===== src/rtl/vga_timing_gen.sv =====
// VGA raster timing: sweeps pixelX/pixelY, delays sync/blank to match the RGB pipeline, blanks RGB to the DAC.
// Optional build macro VGA_TEST_PATTERN_EN adds a test_mode input that replaces rgb_in with eight colour bars.
module vga_timing_gen #(
   parameter int H_ACTIVE   = 640,
   parameter int H_FP       = 16,
   parameter int H_SYNC     = 96,
   parameter int H_BP       = 48,
   parameter int V_ACTIVE   = 480,
   parameter int V_FP       = 10,
   parameter int V_SYNC     = 2,
   parameter int V_BP       = 33,
   parameter int PIPE_DELAY = 1
) (
   input  logic        clk,
   input  logic        resetN,
   input  logic        clk_en,
   input  logic [11:0] rgb_in,
`ifdef VGA_TEST_PATTERN_EN
   input  logic        test_mode,
`endif
   output logic [10:0] pixelX,
   output logic [10:0] pixelY,
   output logic        startOfFrame,
   output logic        vga_hs,
   output logic        vga_vs,
   output logic        vga_blankN,
   output logic [11:0] vga_RGB
);

   localparam int H_TOTAL  = H_ACTIVE + H_FP + H_SYNC + H_BP;
   localparam int V_TOTAL  = V_ACTIVE + V_FP + V_SYNC + V_BP;
   localparam int HS_START = H_ACTIVE + H_FP;
   localparam int HS_END   = HS_START + H_SYNC;
   localparam int VS_START = V_ACTIVE + V_FP;
   localparam int VS_END   = VS_START + V_SYNC;

   logic [10:0]           hcnt_q, hcnt_d;
   logic [10:0]           vcnt_q, vcnt_d;
   logic                  sof_q, sof_d;
   logic                  act_raw, hs_raw, vs_raw;
   logic [PIPE_DELAY-1:0] act_q, act_d;
   logic [PIPE_DELAY-1:0] hs_q, hs_d;
   logic [PIPE_DELAY-1:0] vs_q, vs_d;
   logic [11:0]           rgb_q, rgb_d;
   logic [11:0]           pix_colour;

   // Frame wrap is the only source of startOfFrame, so a reset restart never pulses it.
   always_comb begin
      hcnt_d = hcnt_q;
      vcnt_d = vcnt_q;
      sof_d  = 1'b0;
      if (clk_en) begin
         if (hcnt_q == 11'(H_TOTAL - 1)) begin
            hcnt_d = '0;
            if (vcnt_q == 11'(V_TOTAL - 1)) begin
               vcnt_d = '0;
               sof_d  = 1'b1;
            end else begin
               vcnt_d = vcnt_q + 11'd1;
            end
         end else begin
            hcnt_d = hcnt_q + 11'd1;
         end
      end
   end

   always_comb begin
      act_raw = (hcnt_q < 11'(H_ACTIVE)) && (vcnt_q < 11'(V_ACTIVE));
      hs_raw  = !((hcnt_q >= 11'(HS_START)) && (hcnt_q < 11'(HS_END)));
      vs_raw  = !((vcnt_q >= 11'(VS_START)) && (vcnt_q < 11'(VS_END)));
   end

`ifdef VGA_TEST_PATTERN_EN
   localparam int BAR_W = H_ACTIVE / 8;
   localparam logic [11:0] BAR_RGB [8] = '{12'hFFF, 12'hFF0, 12'h0FF, 12'h0F0,
                                           12'hF0F, 12'hF00, 12'h00F, 12'h000};

   // Horizontal position only travels down the pipe when the bars need it.
   logic [PIPE_DELAY-1:0][10:0] x_q, x_d;
   logic [2:0]                  bar_idx;

   always_comb begin
      x_d = x_q;
      if (clk_en) begin
         x_d[0] = hcnt_q;
         for (int i = 1; i < PIPE_DELAY; i++) x_d[i] = x_q[i-1];
      end
      bar_idx = '0;
      for (int i = 1; i < 8; i++) begin
         if (x_d[PIPE_DELAY-1] >= 11'(i * BAR_W)) bar_idx = 3'(i);
      end
      pix_colour = test_mode ? BAR_RGB[bar_idx] : rgb_in;
   end
`else
   always_comb pix_colour = rgb_in;
`endif

   // The RGB register loads from the value entering the last stage so colour and blank land together.
   always_comb begin
      act_d = act_q;
      hs_d  = hs_q;
      vs_d  = vs_q;
      rgb_d = rgb_q;
      if (clk_en) begin
         act_d[0] = act_raw;
         hs_d[0]  = hs_raw;
         vs_d[0]  = vs_raw;
         for (int i = 1; i < PIPE_DELAY; i++) begin
            act_d[i] = act_q[i-1];
            hs_d[i]  = hs_q[i-1];
            vs_d[i]  = vs_q[i-1];
         end
         rgb_d = act_d[PIPE_DELAY-1] ? pix_colour : 12'h000;
      end
   end

   always_ff @(posedge clk or negedge resetN) begin
      if (!resetN) begin
         hcnt_q <= '0;
         vcnt_q <= '0;
         sof_q  <= 1'b0;
         act_q  <= '0;
         hs_q   <= '1;
         vs_q   <= '1;
         rgb_q  <= '0;
`ifdef VGA_TEST_PATTERN_EN
         x_q    <= '0;
`endif
      end else begin
         hcnt_q <= hcnt_d;
         vcnt_q <= vcnt_d;
         sof_q  <= sof_d;
         act_q  <= act_d;
         hs_q   <= hs_d;
         vs_q   <= vs_d;
         rgb_q  <= rgb_d;
`ifdef VGA_TEST_PATTERN_EN
         x_q    <= x_d;
`endif
      end
   end

   assign pixelX       = hcnt_q;
   assign pixelY       = vcnt_q;
   assign startOfFrame = sof_q;
   assign vga_hs       = hs_q[PIPE_DELAY-1];
   assign vga_vs       = vs_q[PIPE_DELAY-1];
   assign vga_blankN   = act_q[PIPE_DELAY-1];
   assign vga_RGB      = rgb_q;

endmodule


===== config.mk =====
export PLATFORM = sky130hd
export DESIGN_NAME = vga_timing_gen
export DESIGN_NICKNAME = d
export VERILOG_FILES = /design/src/rtl/vga_timing_gen.sv
export SDC_FILE = /design/constraint.sdc
export NUM_CORES = 1
export LEC_CHECK = 0
export ABC_AREA = 1
export ABC_CLOCK_PERIOD_IN_PS = 3900
export BUFFER_PORTS_ARGS = -buffer_cell sky130_fd_sc_hd__buf_2
export CAP_MARGIN = 0
export CORE_ASPECT_RATIO = 0.7
export CORE_MARGIN = 5
export CORE_UTILIZATION = 35
export DETAILED_ROUTE_END_ITERATION = 8
export PLACE_DENSITY_LB_ADDON = 0.15
export SETUP_SLACK_MARGIN = 0.2
export SYNTH_ARGS = -nofsm -noshare
export SYNTH_HDL_FRONTEND = slang
export SYNTH_SLANG_ARGS = --single-unit
export TNS_END_PERCENT = 50

===== constraint.sdc =====
create_clock -name clk -period 3.9 [get_ports clk]
set_clock_uncertainty 0.1 [all_clocks]
set_input_delay 0.39 -clock clk [delete_from_list [all_inputs] [get_ports clk]]
set_output_delay 0.39 -clock clk [all_outputs]
set_load 0.05 [all_outputs]

==> impl_metrics.env, run 1 <==
export IMPL_status="finished clean"
export IMPL_worstPathCellList="o21ai_1 > nand3_1 > nand2_1"
export IMPL_r2r_start="pixelX[8]$_DFFE_PN0P_"
export IMPL_r2r_cells=3
export IMPL_dieArea_mm2=0.007526
export IMPL_critPathLaunch="pixelX[8]$_DFFE_PN0P_"
export IMPL_detail_route_wl_per_cell_um=13.56
export IMPL_postCtsSetupRepairBufs=0
export IMPL_dpl_cell_count=391
export IMPL_clock_tree_buffer_depth=2
export IMPL_finalHoldViolCount=0
export IMPL_period_share_pct=43.53
export IMPL_via_per_inst=4.737
export IMPL_synth_cell_types=26
export IMPL_critPathKind="reg2reg"
export IMPL_tightest_slew_ns=0.9135
export IMPL_yosys_most_used_dff="dfrtp_1"
export IMPL_max_stage_delay_ns=0.77
export IMPL_switching_share_pct=46.03
export IMPL_routabilityCongestion=0.8595
export IMPL_yosysWarnings=0
export IMPL_cpLargestDelayFamily="compound AO/OA/AOI/OAI gates"
export IMPL_async_flop_share_pct=100.0
export IMPL_ios=53
export IMPL_cts_root_buffer="clkbuf_8"
export IMPL_final_nets=341
export IMPL_drc=0
export IMPL_fin_tns_setup_ns=0
export IMPL_num_rows=23
export IMPL_diodes=0
export IMPL_antenna_found_initial=0
export IMPL_synth_area_leaders="dfrtp_1 (44%), nand2_1 (16%), nand3_1 (7.3%)"
export IMPL_synth_most_common_cell="nand2_1"
export IMPL_ctsHoldBuffers=0
export IMPL_power_density_mw_per_mm2=650.9
export IMPL_r2r_setup_slack_ns=2.20
export IMPL_utilization_pct=44.09
export IMPL_path_clk_slew_ns=0.08
export IMPL_crit_arrival_ns=1.83
export IMPL_synth_seq_cells=38
export IMPL_overflow=0
export IMPL_rr_endpoint="vga_RGB[9]$_DFFE_PN0P_"
export IMPL_yosysTopAreaCellShare_pct=43.85
export IMPL_clk_latency_ns=0.29
export IMPL_grt_usage_pct=15.28
export IMPL_cts_resized=0
export IMPL_final_cells=399
export IMPL_slowest_stage="o21ai_1"
export IMPL_drv_slew=0
export IMPL_max_cap_violations=0
export IMPL_finalWorstSetupSlack_ns=2.202
export IMPL_grt_pass1_wl_mm=8.983
export IMPL_htree_levels=2
export IMPL_max_freq_mhz=589.0
export IMPL_synth_fp_nets=288
export IMPL_hold_class="in2async"
export IMPL_drt_initial_drc_count=89
export IMPL_drive_gt1_share_pct=23.15
export IMPL_synth_edff_count=0
export IMPL_core_area_mm2=0.005698
export IMPL_syn_inst=270
export IMPL_crit_end="vga_RGB[9]$_DFFE_PN0P_"
export IMPL_dr_pass1_iters=4
export IMPL_cts_sink_count=38
export IMPL_p_leak_nw=1.374
export IMPL_ir_drop_mv=0.2283
export IMPL_pwr_share_comb_pct=39.9
export IMPL_fp_dieH_um=74.10
export IMPL_dp_slack_ns=2.175
export IMPL_grt_pass1_vias=1759
export IMPL_setup_viol=0
export IMPL_seqPwrFrac_pct=35.4
export IMPL_syn_to_final_growth_pct=22.29
export IMPL_fin_crit_ns=1.698
export IMPL_rsz0062_at_grt="no"
export IMPL_intPower_w=0.0008826
export IMPL_antenna_left=0
export IMPL_cts_tree="built"
export IMPL_yosysTopAreaCell="dfrtp_1"
export IMPL_ys_seq_area_share_pct=46.41
export IMPL_p_sw_w=0.0007527
export IMPL_slew_headroom_pct=38.69
export IMPL_portBuffers=52
export IMPL_worstSetupEndpointType="flip-flop"
export IMPL_initial_core_util_pct=36.06
export IMPL_synth_area_mm2=0.002054
export IMPL_cp_depth=3
export IMPL_cts_buffers=5
export IMPL_totalPowerFinal_w=0.001635
export IMPL_grt_max_degree=39
export IMPL_required_ns=4.03
export IMPL_startpoint_type="flip-flop"
export IMPL_crit_fanout=13
export IMPL_place_hpwl_mm=3.920
export IMPL_routed_wl_mm=5.412
export IMPL_num_vias=1890
export IMPL_yosys_top_cells_count="nand2_1 (88), dfrtp_1 (36), inv_1 (30), nand3_1 (30), nor2_1 (30)"
export IMPL_dieWidth_um=101.6
export IMPL_synth_avg_cell_area_um2=7.609
export IMPL_power_frac_clock_pct=24.8
export IMPL_crit_buf_inv=0
[power by group through the flow]
stage               clock network, W  registers (W)  logic [W]
detailed placement                 0       0.000585   0.000657
finish                      0.000405       0.000579   0.000652
global placement                   0       0.000587   0.000659
floorplan                          0       0.000876   0.000195
CTS                         0.000415       0.000578   0.000659
global route                0.000429       0.000597   0.000702
[cells by family (layout without fill, tap and decap cells)]
family / count (synthesis) / after routing / share of synthesized area (%)
DFF: 38 / 38 / 46.41
buffers and inverters: 37 / 91 / 7.307
xor gates and xnor gates: 9 / 9 / 3.837
AOI/OAI and AO/OA: 14 / 14 / 4.080
and+or+nand+nor: 169 / 169 / 36.54
adders and majority gates: 3 / 3 / 1.827
[through the flow]
step,hold slack (ns),instance area (um2)
4_1_cts,0.1428,2512
3_5_place_dp,0.3636,2375
6_report,0.1133,2512
2_1_floorplan,-0.005591,2054
3_3_place_gp,0.3575,2375
5_1_grt,0.1952,2512
[cell type report]
type	instances	area, um2
Multi-Input combinational cell	195	950.9
Clock inverter	3	68.82
Clock buffer	5	68.82
Sequential cell	38	953.4
Timing Repair Buffer	52	260.3
Tap cell	75	93.84
Inverter	31	116.4
Fill cell	600	3186
[how the worst min path moves through the flow]
stage	to	depth (start not counted)	slack, ns	start
finish	pixelX[7]$_DFFE_PN0P_	1	0.11	resetN
global route	startOfFrame$_DFF_PN0_	1	0.20	resetN
CTS	pixelY[3]$_DFFE_PN0P_	1	0.14	resetN
detailed placement	vga_RGB[11]$_DFFE_PN0P_	2	0.36	vga_RGB[11]$_DFFE_PN0P_
global placement	vga_RGB[1]$_DFFE_PN0P_	2	0.36	vga_RGB[1]$_DFFE_PN0P_
floorplan	pixelX[0]$_DFFE_PN0P_	0	-0.006	resetN
[registers in the layout (all words and copies together), names as in the netlist]
name and count:
vga_vs 1, vga_blankN 1, pixelY 11, startOfFrame 1
pixelX 11, vga_hs 1, vga_RGB 12
[cells in the final DEF (no fill, tap or decap), types with 7 or more instances in the layout]
cell / synthesis / final
inv_1: 30 / 30
dfrtp_1: 36 / 36
nand2_1: 88 / 88
nor3_1: 7 / 7
nor2_1: 30 / 30
nand3_1: 30 / 30
xor2_1: 9 / 9
buf_2: 3 / 52
[layer usage]
metal / wire (um) / track usage (%) / up-vias / part of all wire (%)
met1: 2877 / 24.82 / 867 / 53
met3: 432 / 3.374 / 2 / 8.0
met4: 21 / 2.655 / 0 / 0.39
li1: - / - / 958 / -
met2: 2082 / 20.58 / 63 / 38
met5: 0 / 0 / - / 0
[worst register-to-register path, delay by kind of cell (launching register included)]
kind / cells / cell delay [ns]
and+or+nand+nor: 2 / 0.27
DFF: 1 / 0.50
AOI/OAI and AO/OA: 1 / 0.77
No activity file was read; power rests on OpenSTA's default activity.
==> run 2: changes to the inputs <==
--- a/config.mk
+++ b/config.mk
@@ -6,7 +6,7 @@
 export NUM_CORES = 1
 export LEC_CHECK = 0
 export ABC_AREA = 1
-export ABC_CLOCK_PERIOD_IN_PS = 3900
+export ABC_CLOCK_PERIOD_IN_PS = 1600
 export BUFFER_PORTS_ARGS = -buffer_cell sky130_fd_sc_hd__buf_2
 export CAP_MARGIN = 0
 export CORE_ASPECT_RATIO = 0.7
==> constraint.sdc (replaced) <==
create_clock -name clk -period 1.6 [get_ports clk]
set_clock_uncertainty 0.1 [all_clocks]
set_input_delay 0.16 -clock clk [delete_from_list [all_inputs] [get_ports clk]]
set_output_delay 0.16 -clock clk [all_outputs]
set_load 0.05 [all_outputs]
==> run 2 against run 1 <==
  * Utilization is 8.5 points higher
  * Combinational power grew to 2.9 times the previous value
  * Global-route usage is 0.16 points lower
  * Register-to-register slack worse by 2.0 ns
  * Clock power is 150% higher
  * Largest cell class is now multi-input combinational cells
  * Power grew to 2.6 times the previous value
==> impl_metrics.env, run 2 (synthesized netlist as in run 1, its figures left out) <==
export IMPL_routabilityCongestion=0.8949
export IMPL_grt_max_degree=39
export IMPL_dieArea_mm2=0.007526
export IMPL_syn_to_final_growth_pct=45.98
export IMPL_drt_initial_drc_count=96
export IMPL_cts_root_buffer="clkbuf_8"
export IMPL_clk_latency_ns=0.29
export IMPL_period_share_pct=90.49
export IMPL_slew_headroom_pct=65.72
export IMPL_multiInputGateArea_mm2=0.001117
export IMPL_clock_tree_buffer_depth=2
export IMPL_wl_met1_mm=2.933
export IMPL_drive_gt1_share_pct=40.95
export IMPL_met2_length_mm=2.610
export IMPL_final_common_cell="nand2_1"
export IMPL_diodes=0
export IMPL_fillers=557
export IMPL_cts_sink_count=38
export IMPL_routed_wl_mm=5.938
export IMPL_critPathKind="reg2reg"
export IMPL_r2r_cells=9
export IMPL_route_met3_wl_um=385
export IMPL_r2r_start="pixelY[0]$_DFFE_PN0P_"
export IMPL_cts_buffers=5
export IMPL_max_freq_mhz=690.7
export IMPL_antenna_left=0
export IMPL_core_area_mm2=0.005698
export IMPL_grt_usage_pct=15.13
export IMPL_initial_core_util_pct=36.06
export IMPL_setup_viol=0
export IMPL_critPathLaunch="pixelY[0]$_DFFE_PN0P_"
export IMPL_utilization_pct=52.64
export IMPL_dieWidth_um=101.6
export IMPL_holdWs_ns=0.004521
export IMPL_hp_start="rgb_in[0]"
export IMPL_max_stage_delay_ns=0.47
export IMPL_max_cap_violations=0
export IMPL_portBuffers=52
export IMPL_dr_pass1_iters=4
export IMPL_status="finished clean"
export IMPL_path_common_cell="nand2_1"
export IMPL_htree_levels=2
export IMPL_rr_endpoint="pixelY[4]$_DFFE_PN0P_"
export IMPL_final_cell_mix="nand2_1 (83), buf_2 (52), nand3_1 (29), inv_1 (24)"
export IMPL_num_vias=2051
export IMPL_highest_layer="met4"
export IMPL_drv_slew=0
export IMPL_required_ns=1.69
export IMPL_rsz0062_at_grt="yes"
export IMPL_power_density_mw_per_mm2=1442
export IMPL_fin_crit_ns=1.448
export IMPL_startpoint_type="flip-flop"
export IMPL_num_rows=23
export IMPL_ir_drop_mv=0.5562
export IMPL_slowest_stage="dfrtp_2"
export IMPL_crit_end="pixelY[4]$_DFFE_PN0P_"
export IMPL_fp_dieH_um=74.10
export IMPL_regArea_um2=979.7
export IMPL_ios=53
export IMPL_r2r_setup_slack_ns=0.15
export IMPL_via_per_inst=4.726
export IMPL_path_clk_slew_ns=0.09
export IMPL_drc=0
export IMPL_worstSetupEndpointType="flip-flop"
export IMPL_largest_reg_flops=12
export IMPL_overflow=0
export IMPL_grt_pass1_vias=1818
export IMPL_antenna_found_initial=0
export IMPL_p_leak_nw=1.511
export IMPL_crit_fanout=5
export IMPL_detail_route_wl_per_cell_um=13.68
export IMPL_final_nets=376
export IMPL_hold_class="in2reg"
export IMPL_grt_pass1_wl_mm=9.018
export IMPL_tightest_slew_ns=0.5141
export IMPL_worstPathCellList="inv_2 > ha_4 > nand2_2 > nor2_2 > nand2_1 > nor2_2 > nor2_4 > nand2_1 > nand2_1"
export IMPL_place_hpwl_mm=4.041
export IMPL_fin_tns_setup_ns=0
export IMPL_finalHoldViolCount=0
export IMPL_crit_arrival_ns=1.54
export IMPL_cts_tree="built"
-- run 2: changes by cell type in the layout (fill, tap and decap cells not counted), sizes merged --
cell         change
buf             +23
dlygate4sd3     +11
nand3            +1
-- run 2: final cells by class --
class	instances	area share [%]
Inverter	31	3.880
Multi-Input combinational cell	196	37.25
Tap cell	75	3.129
Clock inverter	3	2.295
Sequential cell	38	32.67
Timing Repair Buffer	86	18.48
Clock buffer	5	2.295
-- run 2: routing by layer --
metal	track usage (%)	vias to the layer above
met3	4.311	2
met4	2.655	0
li1	-	1035
met5	0	-
met1	22.25	954
met2	22.46	60
-- run 2: where the power goes --
group	switching, W	total (W)	internal [W]	leakage (nW)
logic	0.00138	0.00189	0.000514	0.980
registers	0.000233	0.00143	0.00120	0.462
clock network	0.000372	0.000998	0.000625	0.0683
-- run 2: metrics by stage --
stage / setup WS [ns] / total power (W) / cells / instance area [um2]
after detailed placement: 0.1002 / 0.003125 / 400 / 2520
after global routing: 0.07058 / 0.004567 / 434 / 2999
after floorplan: 0.1071 / 0.002682 / 270 / 2135
final: 0.1522 / 0.004325 / 434 / 2999
after global placement: 0.09404 / 0.003117 / 400 / 2520
after CTS: 0.08598 / 0.004163 / 418 / 2761
-- run 2: worst min-delay path by stage --
stage                              endpoint  slack (ns)  cells past startpoint
finish               vga_RGB[0]$_DFFE_PN0P_       0.005                      3
global route         vga_RGB[6]$_DFFE_PN0P_        0.02                      3
CTS                 vga_RGB[11]$_DFFE_PN0P_       0.001                      3
detailed placement   pixelY[10]$_DFFE_PN0P_        0.16                      2
global placement     pixelY[10]$_DFFE_PN0P_        0.15                      2
floorplan             pixelX[0]$_DFFE_PN0P_       -0.24                      0
-- run 2: repair_timing --
item                                   4_1_cts  5_1_grt
buffers inserted                             0       14
pin swaps                                    0       15
hold buffers                                10        1
setup endpoints to repair                   23       34
gates cloned                                 0        1
endpoints found under the hold margin       45        1
gates resized for setup                      1       33
-- run 2: worst max-delay path: cells and delay by family (launching register included) --
| kind | cells | cell delay [ns] |
|---|---|---|
| AND/OR/NAND/NOR | 7 | 0.55 |
| adder cells (fa/ha/maj) | 1 | 0.13 |
| buffers and inverters | 1 | 0.09 |
| flip-flops | 1 | 0.47 |
==> run 3: changes to the inputs <==
--- a/config.mk
+++ b/config.mk
@@ -6,7 +6,7 @@
 export NUM_CORES = 1
 export LEC_CHECK = 0
 export ABC_AREA = 1
-export ABC_CLOCK_PERIOD_IN_PS = 1600
+export ABC_CLOCK_PERIOD_IN_PS = 1300
 export BUFFER_PORTS_ARGS = -buffer_cell sky130_fd_sc_hd__buf_2
 export CAP_MARGIN = 0
 export CORE_ASPECT_RATIO = 0.7
==> constraint.sdc (replaced) <==
create_clock -name clk -period 1.3 [get_ports clk]
set_clock_uncertainty 0.1 [all_clocks]
set_input_delay 0.13 -clock clk [delete_from_list [all_inputs] [get_ports clk]]
set_output_delay 0.13 -clock clk [all_outputs]
set_load 0.05 [all_outputs]
==> run 3 against run 2 <==
  * The flow now finishes with violations (setup timing)
  * First-iteration DRC count unchanged
  * Non-clock buffer count rose by 43
  * Sequential share of layout area fell by 7.5 points
==> impl_metrics.env, run 3 (synthesized netlist as in run 1, its figures left out) <==
export IMPL_cts_tree="built"
export IMPL_initial_core_util_pct=36.06
export IMPL_overflow=0
export IMPL_max_cap_violations=0
export IMPL_p_leak_nw=1.869
export IMPL_place_hpwl_mm=4.309
export IMPL_max_freq_mhz=704.6
export IMPL_whs_path_depth=2
export IMPL_worstPathCellList="nor2_4 > nand2_2 > nor2_4 > nand3_4 > buf_4 > nand2_1 > o21ai_1"
export IMPL_detail_route_wl_per_cell_um=14.11
export IMPL_grt_pass1_wl_mm=10.38
export IMPL_totalPowerFinal_w=0.006350
export IMPL_antenna_left=0
export IMPL_required_ns=1.38
export IMPL_diodes=0
export IMPL_cpLargestDelayFamily="simple AND/OR/NAND/NOR gates"
export IMPL_dieWidth_um=101.6
export IMPL_via_per_inst=4.759
export IMPL_dpl_cell_count=433
export IMPL_utilization_pct=68.38
export IMPL_crit_buf_inv=1
export IMPL_largest_reg_flops=12
export IMPL_drv_slew=0
export IMPL_violations="setup timing"
export IMPL_routed_wl_mm=6.730
export IMPL_startpoint_type="flip-flop"
export IMPL_tightest_slew_ns=0.2331
export IMPL_grt_max_degree=39
export IMPL_antenna_found_initial=0
export IMPL_cts_buffers=5
export IMPL_fillers=443
export IMPL_cts_root_buffer="clkbuf_8"
export IMPL_htree_levels=2
export IMPL_intPower_w=0.003597
export IMPL_crit_fanout=5
export IMPL_grt_usage_pct=17.60
export IMPL_routabilityCongestion=0.9350
export IMPL_drt_initial_drc_count=96
export IMPL_design_area_mm2=0.003896
export IMPL_slew_headroom_pct=84.40
export IMPL_slowest_stage="dfrtp_2"
export IMPL_p_sw_w=0.002752
export IMPL_final_cell_mix="nand2_1 (80), buf_4 (43), buf_6 (33), inv_1 (22)"
export IMPL_path_clk_slew_ns=0.08
export IMPL_rsz0062_at_grt="yes"
export IMPL_portBuffers=52
export IMPL_hold_class="in2reg"
export IMPL_finalWorstSetupSlack_ns=-0.1193
export IMPL_grt_pass1_vias=2219
export IMPL_placed_area_mm2=0.002805
export IMPL_dieArea_mm2=0.007526
export IMPL_max_stage_delay_ns=0.46
export IMPL_fin_tns_setup_ns=-1.509
export IMPL_num_rows=23
export IMPL_dr_pass1_iters=4
export IMPL_r2r_cells=7
export IMPL_final_cells=477
export IMPL_num_vias=2270
export IMPL_period_share_pct=109.2
export IMPL_clock_tree_buffer_depth=2
export IMPL_worstSetupEndpointType="flip-flop"
export IMPL_final_common_cell="nand2_1"
export IMPL_fp_dieH_um=74.10
export IMPL_clk_latency_ns=0.30
export IMPL_pwr_share_comb_pct=52.0
export IMPL_finalHoldViolCount=0
export IMPL_seqPwrFrac_pct=28.5
export IMPL_core_area_mm2=0.005698
export IMPL_syn_to_final_growth_pct=89.65
export IMPL_final_nets=419
export IMPL_power_density_mw_per_mm2=1630
export IMPL_drc=0
export IMPL_cts_sink_count=38
export IMPL_power_frac_clock_pct=19.5
export IMPL_switching_share_pct=43.34
export IMPL_ir_drop_mv=0.8635
export IMPL_ios=53
export IMPL_setup_viol=31
export IMPL_cp_depth=7
export IMPL_path_common_cell="nor2_4"
export IMPL_critPathKind="reg2reg"
export IMPL_status="complete, but fails checks"
export IMPL_fin_crit_ns=1.419
export IMPL_crit_arrival_ns=1.50
export IMPL_drive_gt1_share_pct=52.74
==> run 3: area by class of cell <==
| type | count | area, um2 | share of cell area (%) |
|---|---|---|---|
| clock inverter | 3 | 68.82 | 1.766 |
| multi-input combinational | 196 | 1269 | 32.56 |
| clock buffer | 5 | 68.82 | 1.766 |
| sequential | 38 | 979.7 | 25.14 |
| timing repair buffer | 129 | 1300 | 33.37 |
| inverter | 31 | 116.4 | 2.987 |
| tap | 75 | 93.84 | 2.408 |
==> run 3: final timing paths <==
check                                    endpoint              startpoint  slack [ns]
max in group asynchronous      vga_hs$_DFFE_PN1P_                  resetN        0.62
min reg2reg                vga_RGB[9]$_DFFE_PN0P_  vga_RGB[9]$_DFFE_PN0P_        0.40
min in group asynchronous   pixelY[8]$_DFFE_PN0P_                  resetN        0.22
max reg2reg                 pixelY[5]$_DFFE_PN0P_   pixelX[5]$_DFFE_PN0P_       -0.12
max                         pixelY[5]$_DFFE_PN0P_   pixelX[5]$_DFFE_PN0P_       -0.12
min                         pixelX[0]$_DFFE_PN0P_                  clk_en        0.04
==> run 3: power groups by stage <==
stage / registers, W / logic [W] / clock network, W
after floorplan: 0.00268 / 0.000616 / 0
final: 0.00181 / 0.00330 / 0.00124
after global routing: 0.00185 / 0.00349 / 0.00132
after CTS: 0.00175 / 0.00287 / 0.00126
after global placement: 0.00174 / 0.00236 / 0
after detailed placement: 0.00175 / 0.00237 / 0
==> run 3: through the flow <==
stage	hold slack [ns]	setup WS, ns
5_1_grt	0.08025	-0.1930
4_1_cts	0.04536	-0.08233
6_report	0.04096	-0.1193
3_5_place_dp	0.01597	-0.1501
3_3_place_gp	0.01427	-0.1411
2_1_floorplan	-0.2656	-0.1929
==> run 3: metal layers <==
metal	track usage [%]	vias to the layer above	share of wire [%]
li1	-	1120	-
met3	4.592	11	6.6
met1	24.14	1062	47
met5	0	-	0
met4	6.490	0	1.5
met2	26.96	77	45
==> run 3: worst register-to-register path, stage by stage, from the launching register on <==
cell	delay (ns)
dfrtp_2	0.46
nor2_4	0.15
nand2_2	0.07
nor2_4	0.15
nand3_4	0.13
buf_4	0.16
nand2_1	0.04
o21ai_1	0.05
==> run 3: timing repair <==
| action | 4_1_cts | 5_1_grt |
|---|---|---|
| buffers inserted | 12 | 9 |
| hold endpoints to repair | 50 | 0 |
| hold buffers | 13 | 0 |
| gates cloned | 1 | 1 |
| resized for setup | 102 | 93 |
| pin swaps | 14 | 26 |
| setup endpoints to repair | 76 | 76 |
